[config.mk]
export PLATFORM = sky130hd
export DESIGN_NAME = pipe_stall_ctrl
export DESIGN_NICKNAME = d
export VERILOG_FILES = /design/src/rtl/pipe_stall_ctrl.sv
export SDC_FILE = /design/constraint.sdc
export NUM_CORES = 1
export LEC_CHECK = 0
export ABC_AREA = 1
export BUFFER_PORTS_ARGS = -buffer_cell sky130_fd_sc_hd__buf_4
export CORE_MARGIN = 1.5
export CORE_UTILIZATION = 48
export CTS_BUF_LIST = sky130_fd_sc_hd__clkbuf_8
export DETAILED_ROUTE_END_ITERATION = 12
export GPL_ROUTABILITY_DRIVEN = 0
export PLACE_DENSITY = 0.76
export SYNTH_ARGS = -nofsm -noshare
export SYNTH_HDL_FRONTEND = slang
export SYNTH_SLANG_ARGS = --single-unit
[constraint.sdc]
create_clock -name clk -period 1.2 [get_ports clk]
set_input_delay 0.18 -clock clk [delete_from_list [all_inputs] [get_ports clk]]
set_output_delay 0.18 -clock clk [all_outputs]
set_load 0.02 [all_outputs]
[src/rtl/pipe_stall_ctrl.sv]
// -----------------------------------------------------------------------------
// pipe_stall_ctrl
// Central stall/flush controller for the 5-stage RISC-V pipeline. Drives one
// stall code (Pass/Hold/Bubb) per pipeline register from the memory-busy,
// fetch-busy, load-use and branch-flush conditions. A RUN/DRAIN FSM discards
// a wrong-path fetch that was in flight when a branch was taken, and a
// watchdog raises a sticky flag when a memory access never completes.
//
// Optional feature macro: STALL_CNT_EN
//   When defined, adds stall_cyc_o / flush_cnt_o performance counters.
// -----------------------------------------------------------------------------
module pipe_stall_ctrl #(
    parameter int unsigned TIMEOUT = 255
) (
    input  logic       clk,
    input  logic       rst,
    input  logic       mem_busy_i,
    input  logic       if_busy_i,
    input  logic       ld_use_i,
    input  logic       br_flush_i,
    output logic [1:0] pc_stall_o,
    output logic [1:0] if_id_stall_o,
    output logic [1:0] id_ex_stall_o,
    output logic [1:0] ex_mem_stall_o,
    output logic [1:0] mem_wb_stall_o,
    output logic       mem_timeout_o
`ifdef STALL_CNT_EN
    ,
    output logic [31:0] stall_cyc_o,
    output logic [31:0] flush_cnt_o
`endif
);

    // Stall bus codes
    localparam logic [1:0] PASS = 2'd0;
    localparam logic [1:0] HOLD = 2'd1;
    localparam logic [1:0] BUBB = 2'd2;

    localparam logic [7:0] TO_LIMIT = 8'(TIMEOUT);

    typedef enum logic [0:0] {
        RUN   = 1'b0,
        DRAIN = 1'b1
    } state_e;

    state_e     state_q;
    state_e     state_d;
    logic [7:0] to_cnt_q;
    logic [7:0] to_cnt_d;
    logic       timeout_q;
    logic       timeout_d;

    // State register: FSM, watchdog counter and sticky timeout flag
    always_ff @(posedge clk or negedge rst) begin
        if (!rst) begin
            state_q   <= RUN;
            to_cnt_q  <= 8'd0;
            timeout_q <= 1'b0;
        end else begin
            state_q   <= state_d;
            to_cnt_q  <= to_cnt_d;
            timeout_q <= timeout_d;
        end
    end

    // Next-state and stall-code decode; memory stall always dominates
    always_comb begin
        state_d        = state_q;
        pc_stall_o     = PASS;
        if_id_stall_o  = PASS;
        id_ex_stall_o  = PASS;
        ex_mem_stall_o = PASS;
        mem_wb_stall_o = PASS;
        if (!rst) begin
            pc_stall_o     = BUBB;
            if_id_stall_o  = BUBB;
            id_ex_stall_o  = BUBB;
            ex_mem_stall_o = BUBB;
            mem_wb_stall_o = BUBB;
        end else if (mem_busy_i) begin
            // MEM waits: freeze everything upstream, bubble into WB
            pc_stall_o     = HOLD;
            if_id_stall_o  = HOLD;
            id_ex_stall_o  = HOLD;
            ex_mem_stall_o = HOLD;
            mem_wb_stall_o = BUBB;
        end else begin
            case (state_q)
                RUN: begin
                    if (br_flush_i) begin
                        // Load the branch target, squash the two younger stages
                        pc_stall_o    = PASS;
                        if_id_stall_o = BUBB;
                        id_ex_stall_o = BUBB;
                        if (if_busy_i) begin
                            state_d = DRAIN;
                        end else begin
                            state_d = RUN;
                        end
                    end else if (ld_use_i) begin
                        pc_stall_o    = HOLD;
                        if_id_stall_o = HOLD;
                        id_ex_stall_o = BUBB;
                    end else if (if_busy_i) begin
                        pc_stall_o    = HOLD;
                        if_id_stall_o = BUBB;
                    end else begin
                        pc_stall_o    = PASS;
                    end
                end
                DRAIN: begin
                    // Wrong-path fetch outstanding: keep PC, drop whatever arrives
                    pc_stall_o    = HOLD;
                    if_id_stall_o = BUBB;
                    if (!if_busy_i) begin
                        state_d = RUN;
                    end else begin
                        state_d = DRAIN;
                    end
                end
                default: begin
                    state_d        = RUN;
                    pc_stall_o     = BUBB;
                    if_id_stall_o  = BUBB;
                    id_ex_stall_o  = BUBB;
                    ex_mem_stall_o = BUBB;
                    mem_wb_stall_o = BUBB;
                end
            endcase
        end
    end

    // Watchdog: count consecutive busy cycles, saturate, latch the flag
    always_comb begin
        to_cnt_d  = to_cnt_q;
        timeout_d = timeout_q;
        if (mem_busy_i) begin
            if (to_cnt_q < TO_LIMIT) begin
                to_cnt_d = to_cnt_q + 8'd1;
            end else begin
                to_cnt_d = to_cnt_q;
            end
            if (to_cnt_d == TO_LIMIT) begin
                timeout_d = 1'b1;
            end else begin
                timeout_d = timeout_q;
            end
        end else begin
            to_cnt_d = 8'd0;
        end
    end

    assign mem_timeout_o = timeout_q;

`ifdef STALL_CNT_EN
    logic [31:0] stall_cyc_q;
    logic [31:0] flush_cnt_q;
    logic        flush_take_s;

    assign flush_take_s = (state_q == RUN) && !mem_busy_i && br_flush_i;

    // Performance counters: PC-stall cycles and accepted flushes, wrapping
    always_ff @(posedge clk or negedge rst) begin
        if (!rst) begin
            stall_cyc_q <= 32'd0;
            flush_cnt_q <= 32'd0;
        end else begin
            if (pc_stall_o != PASS) begin
                stall_cyc_q <= stall_cyc_q + 32'd1;
            end
            if (flush_take_s) begin
                flush_cnt_q <= flush_cnt_q + 32'd1;
            end
        end
    end

    assign stall_cyc_o = stall_cyc_q;
    assign flush_cnt_o = flush_cnt_q;
`endif

endmodule

### After elaboration in Yosys (flattened, before gate mapping)

Cells that the tools add are included.

| storage, ports and cells | value |
|---|---|
| flip-flop bits (word level) | 10 |
| input bits | 6 |
| output and inout port bits | 11 |
| logic and storage cells | 37 |

| cells by class | value |
|---|---|
| add/subtract/negate cells | 1 |
| order comparisons | 1 |
| equality and inequality tests | 1 |
| multiplexer cells | 27 |
| bitwise logic cells | 2 |
| reductions and logical operators | 2 |

Operators by type and width:

| kind | count |
|---|---|
| 2-to-1 mux 2 bit | 15 |
| 2-to-1 mux 8 bit | 3 |
| adder 8 x 1 -> 8 bit, second input constant | 1 |
| == test 8 bit, second input constant | 1 |
| < comparator 8 bit, second input constant | 1 |
| one-hot mux 2 bit (2 select lines) | 2 |
| 2-to-1 mux 1 bit | 6 |
| AND reduction 2 bit | 2 |
| inverter 1 bit | 2 |
| one-hot mux 1 bit (2 select lines) | 1 |

### Depth between registers and ports, before layout

| depth | value |
|---|---|
| depth in word-level cells | 6 |
| depth in mapped cells | 11 |
| depth with buffers taken out | 11 |

### Least setup slack after synthesis

No wires, ideal clock.

| timing | value |
|---|---|
| path kind | flip-flop to flip-flop |
| from | reg to_cnt_q[0] |
| to | reg timeout_q, in the netlist mem_timeout_o |
| library setup time | 116 ps |
| arrival | 1202 ps |
| data required time | 1084 ps |
| setup slack | -119 ps |
| cell stages (with the launch flop) | 11 |
| buffers on the path | 1 |
| clock period less this slack | 1319 ps |
| cells stage by stage | dfrtp_1 > ha_1 > nand2_2 > nor2_4 > nand2_2 > buf_6 > nand3_1 > nand2_1 > nor2_1 > nand2_1 > nand2_1 |

| between the ends | value |
|---|---|
| cells in the longest elaborated chain, start to end | 5 |
| elaborated cells on any way between the ends | 6 |
| those cells by class | add/sub: 1; order compare: 1; eq/ne: 1; mux: 2; reduce/logical: 1 |

RTL lines:

| element | RTL line | text |
|---|---|---|
| from (decl) | 48 | `logic [7:0] to_cnt_q;` |
| from (signal assigned) | 61 | `to_cnt_q <= to_cnt_d;` |
| adder 8 x 1 -> 8 bit / < comparator 8 bit (equally long branches) | 139, 138 |  |
| 2-to-1 mux 8 bit * | 138 | `if (to_cnt_q < TO_LIMIT) begin` |
| 2-to-1 mux 8 bit * | 137 | `if (mem_busy_i) begin` |
| == test 8 bit * | 143 | `if (to_cnt_d == TO_LIMIT) begin` |
| AND reduction 2 bit (no source line) * | n/a |  |
| to (signal assigned) | 62 | `timeout_q <= timeout_d;` |
| to (decl) | 50 | `logic timeout_q;` |

Every way passes the cells marked *; elsewhere a longest branch is shown, timed or not. The select of a mux whose other input is x is not followed.
A chain may end at the register's enable or synchronous reset.

### Worst setup path after layout

Same ends and word-level chain as after synthesis.

==> flow_summary.rst <==
.. list-table::
   :header-rows: 1

   * - Metric
     - Value
   * - R2R Path Start
     - to_cnt_q[0]
   * - Number of clock sinks seen by CTS
     - 10
   * - Average wire per cell in the routed design
     - 13.4 um
   * - Insertion delay of the later-clocked pin in the worst-skew pair
     - 0.23 ns
   * - Critical Path, Cell by Cell
     - ha_4 > nand2_4 > nor2_4 > buf_4 > nand2_4 > nand2_1 > nand2_1 > nor2_1 > nand2_1 > nand2_1
   * - Post-synth ARST share
     - 100%
   * - Commonest register cell after synthesis
     - sky130_fd_sc_hd__dfrtp_1
   * - Total Power Consumption
     - 925 uW
   * - Dpl hpwl
     - 1340 um
   * - Cell with the largest stage delay on the worst path
     - sky130_fd_sc_hd__dfrtp_1
   * - IO Port Bufs
     - 15
   * - Worst Setup End Kind
     - flop
   * - Final #Nets
     - 140
   * - Portion of total power attributed to sequential cells
     - 39.5%
   * - Data required time at the worst endpoint
     - 1.38 ns
   * - Post-Layout Cell Count
     - 146
   * - Layout Skew
     - slightly above 0.001 ns
   * - Smallest setup slack after layout
     - -0.172 ns
   * - Proportion of synthesized chip area in sequential cells
     - a little under two fifths
   * - Switching share of power
     - 27.8%
   * - Setup TNS
     - -0.733 ns
   * - Clock-pin slew reported for the worst setup and hold paths after clock tree synthesis
     - around 0.040 ns
   * - TritonCTS clock tree
     - yes
   * - Placed standard-cell area
     - a little over 900 sq um
   * - Routed via count
     - 763
   * - Failing checks
     - setup timing
   * - Critical Path Start
     - to_cnt_q[0]
   * - Biggest fanout along the worst timing path
     - 5
   * - Syn Nets
     - between 100 and 150
   * - Area inside the core boundary
     - 1320 sq um
   * - Leading post-synthesis cells by cell area
     - sky130_fd_sc_hd__dfrtp_1 37%, sky130_fd_sc_hd__nand2_1 14%, sky130_fd_sc_hd__nand3_1 7.4%, sky130_fd_sc_hd__inv_1 6.1%, sky130_fd_sc_hd__a21oi_1 4.4%
   * - Detail Route Antenna Nets
     - 0
   * - Io pins
     - 17
   * - Capture point of the worst reg-to-reg path
     - mem_timeout_o
   * - Count of flip-flops with a built-in enable after synthesis
     - 0
   * - Capture point of the critical path
     - mem_timeout_o
   * - # H-tree levels
     - 1
   * - Path depth of the worst reg2reg path
     - 10
   * - Area share of the leading cell type in the synthesized netlist
     - 36.8%
   * - Floorplan die area
     - 1650 sq um
   * - Cts bufs inserted
     - 3
   * - Power density over the cells
     - 883 nW/um^2
   * - Post-synthesis cell area
     - 679 sq um
   * - Portion of total power attributed to combinational logic
     - 23.7%
   * - Overall die width
     - about 41 um
   * - Kind of critical path
     - flop to flop
   * - Sum of overflow across all layers after global routing
     - 0
   * - Startpoint kind of the worst setup timing path
     - flop
   * - Crit path largest cell delay
     - 0.39 ns
   * - Root buf cell
     - sky130_fd_sc_hd__clkbuf_8
   * - Global-route usage over all layers
     - between 20 and 30%
   * - Crit path DAT
     - 1.55 ns
   * - Initial antenna violation count
     - 0
   * - Maximum achievable frequency
     - approximately 730 MHz
   * - Largest net degree at the start of global routing
     - 11
   * - Via count of the first global-routing pass
     - 686
   * - Cell type with the largest total area after synthesis
     - sky130_fd_sc_hd__dfrtp_1
   * - Final wirelength
     - approximately 2000 um
   * - Via density per instance
     - 5.23
   * - Net load switching power
     - around 260 uW
   * - Wire length of the first global-routing pass
     - between 2000 and 3000 um
   * - P&R area growth vs syn
     - 54.3%
   * - Number of diodes
     - 0
   * - Proportion of power drawn by the clock network
     - between 30% and 40%
   * - Proportion of layout cells with a drive suffix above 1
     - between 40% and 50%
   * - Post-synthesis area per instance
     - approximately 7.0 sq um
   * - Max-Cap Viols
     - 0
   * - Cell-internal power
     - 668 uW
   * - Path class of the lowest-slack min-delay path
     - primary input to flop
   * - Cell with the most instances after synthesis
     - sky130_fd_sc_hd__nand2_1
   * - Final-layout fill cell count
     - 94
   * - Leakage power
     - 0.554 nW
   * - Final min period
     - 1.37 ns
   * - Final instance area
     - 1050 sq um
   * - DRC violations left
     - 0
   * - Run status
     - complete, but fails checks
   * - Pins Over Slew Limit
     - 0
   * - Number of distinct library cell variants in the gate-level netlist after synthesis
     - 21
   * - Die height
     - 40.6 um
   * - Count of state elements after synthesis
     - 10
   * - IR Drop Worst-Case VDD
     - around 0.67 mV
   * - Total placed cells including tap cells
     - about 140
   * - Internal reg-to-reg setup slack
     - -0.17 ns
   * - Violation count after the first detailed-routing iteration
     - 24
   * - Iteration count of the initial detailed-routing pass
     - 4
   * - Final count of hold timing violations
     - 0
   * - Most used cell, CP
     - sky130_fd_sc_hd__nand2_1
   * - Effective utilization at floorplan
     - 51.6%
   * - Cells after synthesis
     - 97
   * - Core Util, Final
     - 79.6%
   * - Bufs on Longest Clock Path
     - 2
   * - Final clock period utilization by the worst path
     - 114%
   * - Unrepaired setup endpoints after global routing
     - true
   * - Number of placement rows
     - 13
   * - Leading cell types by count after synthesis
     - 26 x sky130_fd_sc_hd__nand2_1, 11 x sky130_fd_sc_hd__inv_1, 10 x sky130_fd_sc_hd__dfrtp_1, 10 x sky130_fd_sc_hd__nand3_1, 8 x sky130_fd_sc_hd__nor2_1
   * - Setup violation total in the final timing report
     - 10
   * - Ys Warns
     - 0
[power groups by stage]
stage               combinational [mW]  sequential, mW  clock [mW]
finish                           0.219           0.365       0.341
floorplan                       0.0982           0.366           0
detailed placement               0.189           0.365           0
global placement                 0.186           0.365           0
global route                     0.237           0.366       0.370
CTS                              0.212           0.365       0.345
[layout by cell type, fill, tap and decap left out]
cell	count
sky130_fd_sc_hd__buf_4	31
sky130_fd_sc_hd__inv_1	9
sky130_fd_sc_hd__a21oi_2	4
sky130_fd_sc_hd__xnor2_1	1
sky130_fd_sc_hd__o21ai_1	2
sky130_fd_sc_hd__nand3_1	10
sky130_fd_sc_hd__inv_2	3
sky130_fd_sc_hd__a21oi_1	2
sky130_fd_sc_hd__buf_6	2
sky130_fd_sc_hd__dlygate4sd3_1	1
sky130_fd_sc_hd__o21ai_2	1
sky130_fd_sc_hd__clkinv_1	1
sky130_fd_sc_hd__o31ai_2	1
sky130_fd_sc_hd__nand2_4	3
sky130_fd_sc_hd__xor2_1	1
sky130_fd_sc_hd__nor2_1	5
sky130_fd_sc_hd__nand2_2	4
sky130_fd_sc_hd__clkbuf_8	3
sky130_fd_sc_hd__conb_1	1
sky130_fd_sc_hd__dfrtp_1	10
sky130_fd_sc_hd__nand2_1	23
sky130_fd_sc_hd__and2_1	1
sky130_fd_sc_hd__nor2_4	3
sky130_fd_sc_hd__ha_4	1
sky130_fd_sc_hd__nor2_2	2
sky130_fd_sc_hd__o21ai_0	3
sky130_fd_sc_hd__a31oi_1	2
sky130_fd_sc_hd__o21bai_1	1
[worst min-delay path by stage]
stage                   start            end  slack [ns]  depth (start not counted)
floorplan                 rst  mem_timeout_o       -0.12                          0
global placement          rst    to_cnt_q[2]        0.15                          2
detailed placement        rst    to_cnt_q[2]        0.15                          2
CTS                 if_busy_i        state_q        0.21                          3
global route        if_busy_i        state_q        0.22                          3
finish              if_busy_i        state_q        0.21                          3
[stage by stage]
step | hold WS, ns | worst slack, ns
after detailed placement | 0.151 | -0.207
after CTS | 0.206 | -0.148
after floorplan | -0.116 | -0.101
final | 0.210 | -0.172
after global routing | 0.222 | -0.274
after global placement | 0.152 | -0.136
[sequential cells by signal, indices dropped and copies added, names as in the netlist]
| signal | flops |
|---|---|
| mem_timeout_o | 1 |
| state_q | 1 |
| to_cnt_q | 8 |
[cells by family after synthesis]
kind of cell / Yosys count / synth area share, %
AND/OR/NAND/NOR: 50 / 33.1
buffers and inverters: 17 / 12.2
AO/OA/AOI/OAI: 16 / 12.9
flip-flops: 10 / 36.8
XOR/XNOR: 2 / 2.58
adder cells (fa/ha/maj): 1 / 1.84
other: 1 / 0.552
[layout make-up]
cell class	instances	area, sq um	share of cell area, %
Multi-Input combinational cell	71	424	40.5
Timing Repair Buffer	34	265	25.3
Clock buffer	3	41.3	3.94
Inverter	13	48.8	4.65
Tap cell	15	18.8	1.79
Sequential cell	10	250	23.9
[routing by layer]
metal	share of wire [%]	GRT usage (%)	up-vias
met5	0	0	-
li1	-	-	376
met4	3.3	17.5	0
met2	50	48.4	25
met1	42	32.4	351
met3	4.5	7.61	11
[what timing repair did]
item                                    4_1_cts  5_1_grt
hold buffers                                  1        0
hold endpoints to repair                     10        0
gates cloned                                  1        0
setup buffers                                 1        1
resized for setup                            17        6
endpoints found under the setup margin       11       12
pin swaps                                     7        2
[critical path, delay by kind of cell (launching register included)]
family | cells | cell delay [ns]
simple gates | 8 | 0.59
flops | 1 | 0.39
fa+ha+maj | 1 | 0.17
buf+inv | 1 | 0.15
(Power assumes the default switching activity.)
